**config.mk**
```make
export PLATFORM = sky130hd
export DESIGN_NAME = change_dispenser
export DESIGN_NICKNAME = d
export VERILOG_FILES = /design/src/rtl/change_dispenser.sv
export SDC_FILE = /design/constraint.sdc
export NUM_CORES = 1
export LEC_CHECK = 0
export BUFFER_PORTS_ARGS = -buffer_cell sky130_fd_sc_hd__buf_2
export CORE_MARGIN = 2
export CORE_UTILIZATION = 60
export CTS_BUF_LIST = sky130_fd_sc_hd__clkbuf_2
export CTS_CLUSTER_DIAMETER = 150
export CTS_CLUSTER_SIZE = 12
export DETAILED_ROUTE_END_ITERATION = 10
export GPL_TIMING_DRIVEN = 0
export PLACE_DENSITY = 0.95
export SLEW_MARGIN = 40
export SYNTH_ARGS = -nofsm -noshare
export SYNTH_HDL_FRONTEND = slang
export SYNTH_SLANG_ARGS = --single-unit
```
**constraint.sdc**
```tcl
create_clock -name clk -period 3.45 [get_ports clk]
set_clock_uncertainty 0.15 [all_clocks]
set_input_delay 0.69 -clock clk [delete_from_list [all_inputs] [get_ports clk]]
set_output_delay 0.69 -clock clk [all_outputs]
set_load 0.01 [all_outputs]
```
**src/rtl/change_dispenser.sv**
```systemverilog
// change_dispenser: pays out change one coin at a time over a req/ack
// handshake with the coin hopper, largest denomination first.
//
// Flow: IDLE -> SELECT -> REQ -> WAIT_REL -> SELECT ... -> DONE -> IDLE.
// A hopper that never acknowledges within ACK_TIMEOUT cycles drives the
// block into ERR, which leaves a sticky err flag and the unpaid amount.
//
// Build option: CHANGE_RETRY_EN
//   undefined (default) - the first acknowledge timeout is a fault.
//   defined             - the first timeout of a coin attempt drops coin_req
//                         for one cycle and retries the same coin; only a
//                         second consecutive timeout is a fault.
//
// Every output is a flop; remain doubles as the display value while paying.

module change_dispenser #(
  parameter int AMT_W       = 6,
  parameter int COIN_HI     = 10,
  parameter int COIN_MID    = 5,
  parameter int COIN_LO     = 1,
  parameter int ACK_TIMEOUT = 15
) (
  input  logic             clk,
  input  logic             rst,
  input  logic             start,
  input  logic [AMT_W-1:0] change_amt,
  input  logic             coin_ack,
  output logic             coin_req,
  output logic [1:0]       coin_sel,
  output logic             busy,
  output logic             done,
  output logic             err,
  output logic [AMT_W-1:0] remain,
  output logic [3:0]       coins_out
);

  // Timeout counter only has to reach ACK_TIMEOUT-1 before it trips.
  localparam int TMO_W = (ACK_TIMEOUT > 1) ? $clog2(ACK_TIMEOUT + 1) : 1;

  localparam logic [AMT_W-1:0] HI_V     = AMT_W'(COIN_HI);
  localparam logic [AMT_W-1:0] MID_V    = AMT_W'(COIN_MID);
  localparam logic [AMT_W-1:0] LO_V     = AMT_W'(COIN_LO);
  localparam logic [AMT_W-1:0] AMT_ZERO = {AMT_W{1'b0}};

  localparam logic [TMO_W-1:0] TMO_ZERO = {TMO_W{1'b0}};
  localparam logic [TMO_W-1:0] TMO_ONE  = TMO_W'(1);
  localparam logic [TMO_W-1:0] TMO_LAST = TMO_W'(ACK_TIMEOUT - 1);

  localparam logic [1:0] SEL_LO  = 2'd0;
  localparam logic [1:0] SEL_MID = 2'd1;
  localparam logic [1:0] SEL_HI  = 2'd2;

  localparam logic [3:0] COINS_MAX = 4'd15;

  typedef enum logic [2:0] {
    S_IDLE     = 3'd0,
    S_SELECT   = 3'd1,
    S_REQ      = 3'd2,
    S_WAIT_REL = 3'd3,
    S_DONE     = 3'd4,
    S_ERR      = 3'd5
  } state_t;

  // Value in currency units of the coin encoded by sel.
  function automatic logic [AMT_W-1:0] coin_value(input logic [1:0] sel);
    case (sel)
      SEL_HI:  coin_value = HI_V;
      SEL_MID: coin_value = MID_V;
      SEL_LO:  coin_value = LO_V;
      default: coin_value = AMT_ZERO;
    endcase
  endfunction

  // Greedy pick: largest coin that still fits into the owed amount.
  // Because the pick never exceeds amt, remain can never underflow.
  function automatic logic [1:0] pick_coin(input logic [AMT_W-1:0] amt);
    if (amt >= HI_V) begin
      pick_coin = SEL_HI;
    end else if (amt >= MID_V) begin
      pick_coin = SEL_MID;
    end else begin
      pick_coin = SEL_LO;
    end
  endfunction

  // Coin count that sticks at its maximum instead of wrapping.
  function automatic logic [3:0] sat_inc(input logic [3:0] cnt);
    if (cnt == COINS_MAX) begin
      sat_inc = COINS_MAX;
    end else begin
      sat_inc = cnt + 4'd1;
    end
  endfunction

  state_t            state_q,     state_d;
  logic              coin_req_q,  coin_req_d;
  logic [1:0]        coin_sel_q,  coin_sel_d;
  logic              busy_q,      busy_d;
  logic              done_q,      done_d;
  logic              err_q,       err_d;
  logic [AMT_W-1:0]  remain_q,    remain_d;
  logic [3:0]        coins_out_q, coins_out_d;
  logic [TMO_W-1:0]  tmo_q,       tmo_d;
`ifdef CHANGE_RETRY_EN
  // Set once the current coin has already used its single retry.
  logic              retry_used_q, retry_used_d;
`endif

  // Next-state and next-output logic for the payout sequencer.
  always_comb begin
    state_d      = state_q;
    coin_req_d   = coin_req_q;
    coin_sel_d   = coin_sel_q;
    busy_d       = busy_q;
    done_d       = 1'b0;
    err_d        = err_q;
    remain_d     = remain_q;
    coins_out_d  = coins_out_q;
    tmo_d        = tmo_q;
`ifdef CHANGE_RETRY_EN
    retry_used_d = retry_used_q;
`endif

    case (state_q)
      S_IDLE: begin
        if (start) begin
          remain_d     = change_amt;
          coins_out_d  = 4'd0;
          err_d        = 1'b0;
          busy_d       = 1'b1;
`ifdef CHANGE_RETRY_EN
          retry_used_d = 1'b0;
`endif
          state_d      = S_SELECT;
        end else begin
          state_d = S_IDLE;
        end
      end

      S_SELECT: begin
        if (remain_q == AMT_ZERO) begin
          // Nothing (left) to pay: one-cycle done, busy drops with it.
          done_d  = 1'b1;
          busy_d  = 1'b0;
          state_d = S_DONE;
        end else begin
          coin_sel_d = pick_coin(remain_q);
          coin_req_d = 1'b1;
          tmo_d      = TMO_ZERO;
          state_d    = S_REQ;
        end
      end

      S_REQ: begin
        if (coin_ack) begin
          remain_d     = remain_q - coin_value(coin_sel_q);
          coins_out_d  = sat_inc(coins_out_q);
          coin_req_d   = 1'b0;
`ifdef CHANGE_RETRY_EN
          retry_used_d = 1'b0;
`endif
          state_d      = S_WAIT_REL;
        end else if (tmo_q == TMO_LAST) begin
          coin_req_d = 1'b0;
`ifdef CHANGE_RETRY_EN
          if (!retry_used_q) begin
            // Retry through SELECT: remain is unchanged, so the same coin
            // is picked again, coin_req is low for exactly one cycle and
            // the counter restarts on re-entry to REQ.
            retry_used_d = 1'b1;
            state_d      = S_SELECT;
          end else begin
            busy_d  = 1'b0;
            err_d   = 1'b1;
            state_d = S_ERR;
          end
`else
          busy_d  = 1'b0;
          err_d   = 1'b1;
          state_d = S_ERR;
`endif
        end else begin
          tmo_d = tmo_q + TMO_ONE;
        end
      end

      S_WAIT_REL: begin
        // A long ack is counted once; wait for the hopper to let go.
        if (!coin_ack) begin
          state_d = S_SELECT;
        end else begin
          state_d = S_WAIT_REL;
        end
      end

      S_DONE: begin
        state_d = S_IDLE;
      end

      S_ERR: begin
        // err and the unpaid remain stay put until the next start.
        state_d = S_IDLE;
      end

      default: begin
        coin_req_d = 1'b0;
        busy_d     = 1'b0;
        state_d    = S_IDLE;
      end
    endcase
  end

  // State and output registers with synchronous reset.
  always_ff @(posedge clk) begin
    if (rst) begin
      state_q      <= S_IDLE;
      coin_req_q   <= 1'b0;
      coin_sel_q   <= SEL_LO;
      busy_q       <= 1'b0;
      done_q       <= 1'b0;
      err_q        <= 1'b0;
      remain_q     <= AMT_ZERO;
      coins_out_q  <= 4'd0;
      tmo_q        <= TMO_ZERO;
`ifdef CHANGE_RETRY_EN
      retry_used_q <= 1'b0;
`endif
    end else begin
      state_q      <= state_d;
      coin_req_q   <= coin_req_d;
      coin_sel_q   <= coin_sel_d;
      busy_q       <= busy_d;
      done_q       <= done_d;
      err_q        <= err_d;
      remain_q     <= remain_d;
      coins_out_q  <= coins_out_d;
      tmo_q        <= tmo_d;
`ifdef CHANGE_RETRY_EN
      retry_used_q <= retry_used_d;
`endif
    end
  end

  assign coin_req  = coin_req_q;
  assign coin_sel  = coin_sel_q;
  assign busy      = busy_q;
  assign done      = done_q;
  assign err       = err_q;
  assign remain    = remain_q;
  assign coins_out = coins_out_q;

endmodule

```
-- Yosys cells after proc, flatten, opt, wreduce, memory -nomap -nowiden
Cells that the tools add are included.
- add/subtract/negate cells: 3
- magnitude comparators: 2
- equal/unequal tests: 17
- multiplexer cells: 35
- bitwise gates (word level): 4
- reductions and logical operators: 14
- operator list (operator ; count):
    4-bit two-way mux ; 6
    6-bit two-way mux ; 4
    4-bit case mux with 2 select lines ; 2
    2-bit inequality test, second input constant ; 7
    1-bit two-way mux ; 12
    3-bit case mux with 4 select lines ; 1
    4-bit case mux with 3 select lines ; 1
    6-bit case mux with 2 select lines ; 1
    3-bit two-way mux ; 3
    4-bit by 1-bit adder with 4-bit output, second input constant ; 2
    4-bit == test, second input constant ; 2
    4-bit AND reduction ; 2
    3-bit by 2-bit == test with 1-bit output, second input constant ; 2
    3-bit == test, second input constant ; 2
    6-bit by 3-bit greater-or-equal comparator with 1-bit output, second input constant ; 1
    6-bit by 4-bit greater-or-equal comparator with 1-bit output, second input constant ; 1
    6-bit zero test ; 1
    3-bit AND reduction ; 2
    6-bit subtractor ; 1
    5-bit AND reduction ; 1
    2-bit two-way mux ; 2
    1-bit inverter ; 4
    1-bit case mux with 4 select lines ; 1
    2-bit nonzero test ; 2
    12 further kinds ; 12
- register bits: 23
- bits of input ports: 10
- output and inout port bits: 16
- logic and storage cells: 84

-- Depth between registers and ports, before layout
- depth in word-level cells: 7
- gate-level depth with buffers: 8
- mapped depth without buffers: 8

-- Least setup slack after synthesis
OpenSTA, ideal clock, no wires.
- path kind: register to register
- start: register coin_sel_q[0] (netlist: coin_sel[0])
- end: register remain_q[3] (netlist: remain[3])
- setup time: 0.088 ns
- arrival: 1.661 ns
- data required time: 3.212 ns
- slack: 1.550 ns
- cell stages (with the launch flop): 7
- buffers on the path: 0
- clock period less this slack: 1.900 ns
- cells stage by stage: dfxtp_1 nand2b_1 ha_1 nor2b_1 o31a_1 a211o_1 a311oi_2
- word-level cells in the longest chain between the ends: 7
- elaborated cells between the ends (all ways): 9
- classes of those cells: 1 x add/sub; 2 x eq/ne; 5 x mux; 1 x reduce/logical
- ends and longest elaborated chain (item ; RTL line ; RTL):
    start, declared ; 97 ; logic [1:0] coin_sel_q, coin_sel_d;
    start signal, assigned ; 231 ; coin_sel_q <= coin_sel_d;
    2-bit by 1-bit == test with 1-bit output (tied with other cells) ; 66 ; case (sel)
    4-bit case mux with 3 select lines (*) ; 66 ;
    6-bit two-way mux (*) ; 155 ; if (coin_ack) begin
    6-bit two-way mux (*) ; 124 ; case (state_q)
    6-bit subtractor (*) ; 156 ; remain_d = remain_q - coin_value(coin_sel_q);
    6-bit two-way mux (*) ; 155 ;
    6-bit case mux with 2 select lines (*) ; 124 ;
    end signal, assigned ; 235 ; remain_q <= remain_d;
    end, declared ; 101 ; logic [AMT_W-1:0] remain_q, remain_d;
Mark *: on every way between the ends. The rest lies on a longest branch, timed or not. The select of a mux whose other input is x is not followed.
A chain may end at the register's enable or synchronous reset.

-- Worst setup path in the final report
Same ends and word-level chain as after synthesis.

==> flow_metrics.env <==
export IMPL_path_cells="nand2b_1 > ha_1 > nor2b_1 > o31a_1 > a211o_1 > a311oi_2"
export IMPL_p_leak_uw=0.0006643
export IMPL_wl_mm=3.253
export IMPL_p_per_area_nw_per_um2=502.9
export IMPL_die_y_um=52.35
export IMPL_clock_path_buffers=2
export IMPL_r2r_setup_slack_ps=1410
export IMPL_critical_path_class="flop to flop"
export IMPL_total_power_uw=796.0
export IMPL_routed_via_density=6.194
export IMPL_synthMuxAreaShare_pct=2.855
export IMPL_final_antenna_net_count=0
export IMPL_cts_clk_slew_worst_paths_ps=210
export IMPL_die_area_sq_um=2741
export IMPL_synth_top_family_by_area="simple AND/OR/NAND/NOR gates"
export IMPL_ys_flop_type="dfxtp_1"
export IMPL_synthTopCellsByCount="dfxtp_1, nor2_1, a21oi_1, nand2_1, ha_1"
export IMPL_hold_violations=0
export IMPL_synth_edff_count=0
export IMPL_synth_fp_nets=178
export IMPL_yosysMostFrequentCell="dfxtp_1"
export IMPL_postSynthAreaPerCell_sq_um=8.766
export IMPL_synthCells=160
export IMPL_nets=208
export IMPL_yosys_area_share_adder_pct=7.672
export IMPL_root_buffer="clkbuf_2"
export IMPL_cts_resized=0
export IMPL_detail_route_wl_per_cell_um=14.99
export IMPL_grt_pass1_wl_mm=5.382
export IMPL_post_cts_buffers=0
export IMPL_start_kind="flop"
export IMPL_antennaDiodeCount=0
export IMPL_pin_count=26
export IMPL_insertion_delay_ps=360
export IMPL_start_util_pct=63.40
export IMPL_critPathBufInv=0
export IMPL_drt_pass1_iterations=4
export IMPL_placed_area_sq_um=1563
export IMPL_grt_pass1_vias=1215
export IMPL_fin_crit_ps=2042
export IMPL_num_rows=17
export IMPL_gp_congestion=0.8887
export IMPL_htree_levels=1
export IMPL_status="finished, final reports clean"
export IMPL_postSynth_asyncResetShare_pct=0
export IMPL_synth_top_area_cell="dfxtp_1"
export IMPL_grt_usage_pct=26.52
export IMPL_syn_to_final_growth_pct=12.85
export IMPL_die_w_um=52.35
export IMPL_arrival_ps=2170
export IMPL_rsz0062_at_grt="no"
export IMPL_setup_viol=0
export IMPL_drive_gt1_share_pct=25.40
export IMPL_hold_end="err"
export IMPL_required_ps=3580
export IMPL_whs_path_depth=2
export IMPL_numCtsBuffers=3
export IMPL_syn_cell_area_sq_um=1403
export IMPL_cts_sinks=23
export IMPL_yosys_area_share_simple_pct=27.65
export IMPL_ys_top_cells_by_area="dfxtp_1, ha_1, nor2_1"
export IMPL_yosysWarnings=0
export IMPL_core_area_sq_um=2212
export IMPL_critPathMaxStageDelay_ps=390
export IMPL_rr_endpoint="remain[3]"
export IMPL_grt_max_degree=13
export IMPL_slowest_stage="dfxtp_1"
export IMPL_finalInstanceArea_sq_um=1583
export IMPL_drc_errors=0
export IMPL_tns_ps=0
export IMPL_gr_total_overflow=0
export IMPL_yosysSeqAreaShare_pct=32.83
export IMPL_slew_headroom_pct=60.94
export IMPL_synth_top_area_share_pct=32.83
export IMPL_cap_violations=0
export IMPL_dp_hpwl_mm=2.447
export IMPL_synth_compound_area_share_pct=21.23
export IMPL_vias=1344
export IMPL_postCtsHoldBufs=0
export IMPL_hp_class="flop to flop"
export IMPL_cp_end_kind="flop"
export IMPL_ys_seq_elements=23
export IMPL_ir_drop_mv=0.3032
export IMPL_drt_iter0_drc=44
export IMPL_fmax_mhz=489.6
export IMPL_reg2reg_from="coin_sel[0]"
export IMPL_r2r_cells=6
export IMPL_cp_top_family="compound AO/OA/AOI/OAI gates"
export IMPL_synth_cell_types=53
export IMPL_post_route_period_util_pct=59.20
export IMPL_path_max_fanout=4
export IMPL_port_buffers=25
export IMPL_cts_tree="done"
export IMPL_finalMaxSlewViolations=0
export IMPL_hold_start="err"
export IMPL_synth_xor_area_share_pct=2.498
export IMPL_antenna_found_initial=0
export IMPL_tightest_slew_ps=583.4
[power breakdown]
group	leakage, uW	internal (uW)	total [uW]	switching [uW]
combinational	0.000460	157	349	192
clock	0.0000166	30.6	117	86.4
sequential	0.000187	295	330	34.8
[metal layers]
metal	global-route usage, %	wire length, um	vias to the layer above
met4	12.39	80	0
met5	0	0	-
met3	3.714	219	13
met1	34.29	1357	622
met2	43.33	1595	69
li1	-	-	640
[worst min-delay path: cells and delay by family (launching register included)]
| family | cells | cell delay, ps |
|---|---|---|
| AOI/OAI and AO/OA | 2 | 120 |
| DFF | 1 | 350 |
[cells in the final DEF (no fill, tap or decap), types with 4 or more instances in the layout]
cell,n
xnor2_1,4
nor2_1,17
nand2_1,10
o21ai_0,6
buf_2,27
mux2i_1,4
a21oi_1,12
dfxtp_1,23
ha_1,7
nor3_1,4
inv_1,6
nand3_1,6
clkbuf_2,4
nand2b_1,6
[final cells by class]
class	count	area [sq um]
clock buffer	4	20.02
sequential	23	460.4
fill	175	629.4
timing repair buffer	25	125.1
buffer	7	51.30
tap	28	35.03
inverter	6	22.52
multi-input combinational	124	868.3
[worst max path at each step]
stage | from | end | slack (ps) | cells past startpoint
2_1_floorplan | coin_sel[0] | remain[3] | 1550 | 6
3_3_place_gp | coin_ack | coins_out[0] | 1260 | 6
3_5_place_dp | coin_ack | coins_out[0] | 1220 | 6
4_1_cts | coin_sel[0] | remain[3] | 1430 | 6
5_1_grt | tmo_q[0] | busy | 1290 | 6
6_report | coin_sel[0] | remain[3] | 1410 | 6
[sequential cells by signal, summed over array words and instances (netlist names)]
name,flops
remain,6
coins_out,4
tmo_q,4
state_q,3
coin_sel,2
busy,1
coin_req,1
done,1
err,1
[through the flow]
step                setup slack, ps  cells  util, %  hold slack, ps
floorplan                      1550    160        -           334.3
global placement               1257    213    70.64           306.4
detailed placement             1224    213    70.64           322.4
CTS                            1426    217    71.55           345.9
global route                   1293    217    71.55           376.0
finish                         1408    217    71.55           340.8
[cell families after synthesis]
| group | count (synthesis) |
|---|---|
| simple gates | 67 |
| compound gates | 41 |
| buf+inv | 13 |
| xor+xnor | 4 |
| mux | 4 |
| flops | 23 |
| fa+ha+maj | 8 |
Note: power is estimated with default switching activity, not from simulation.
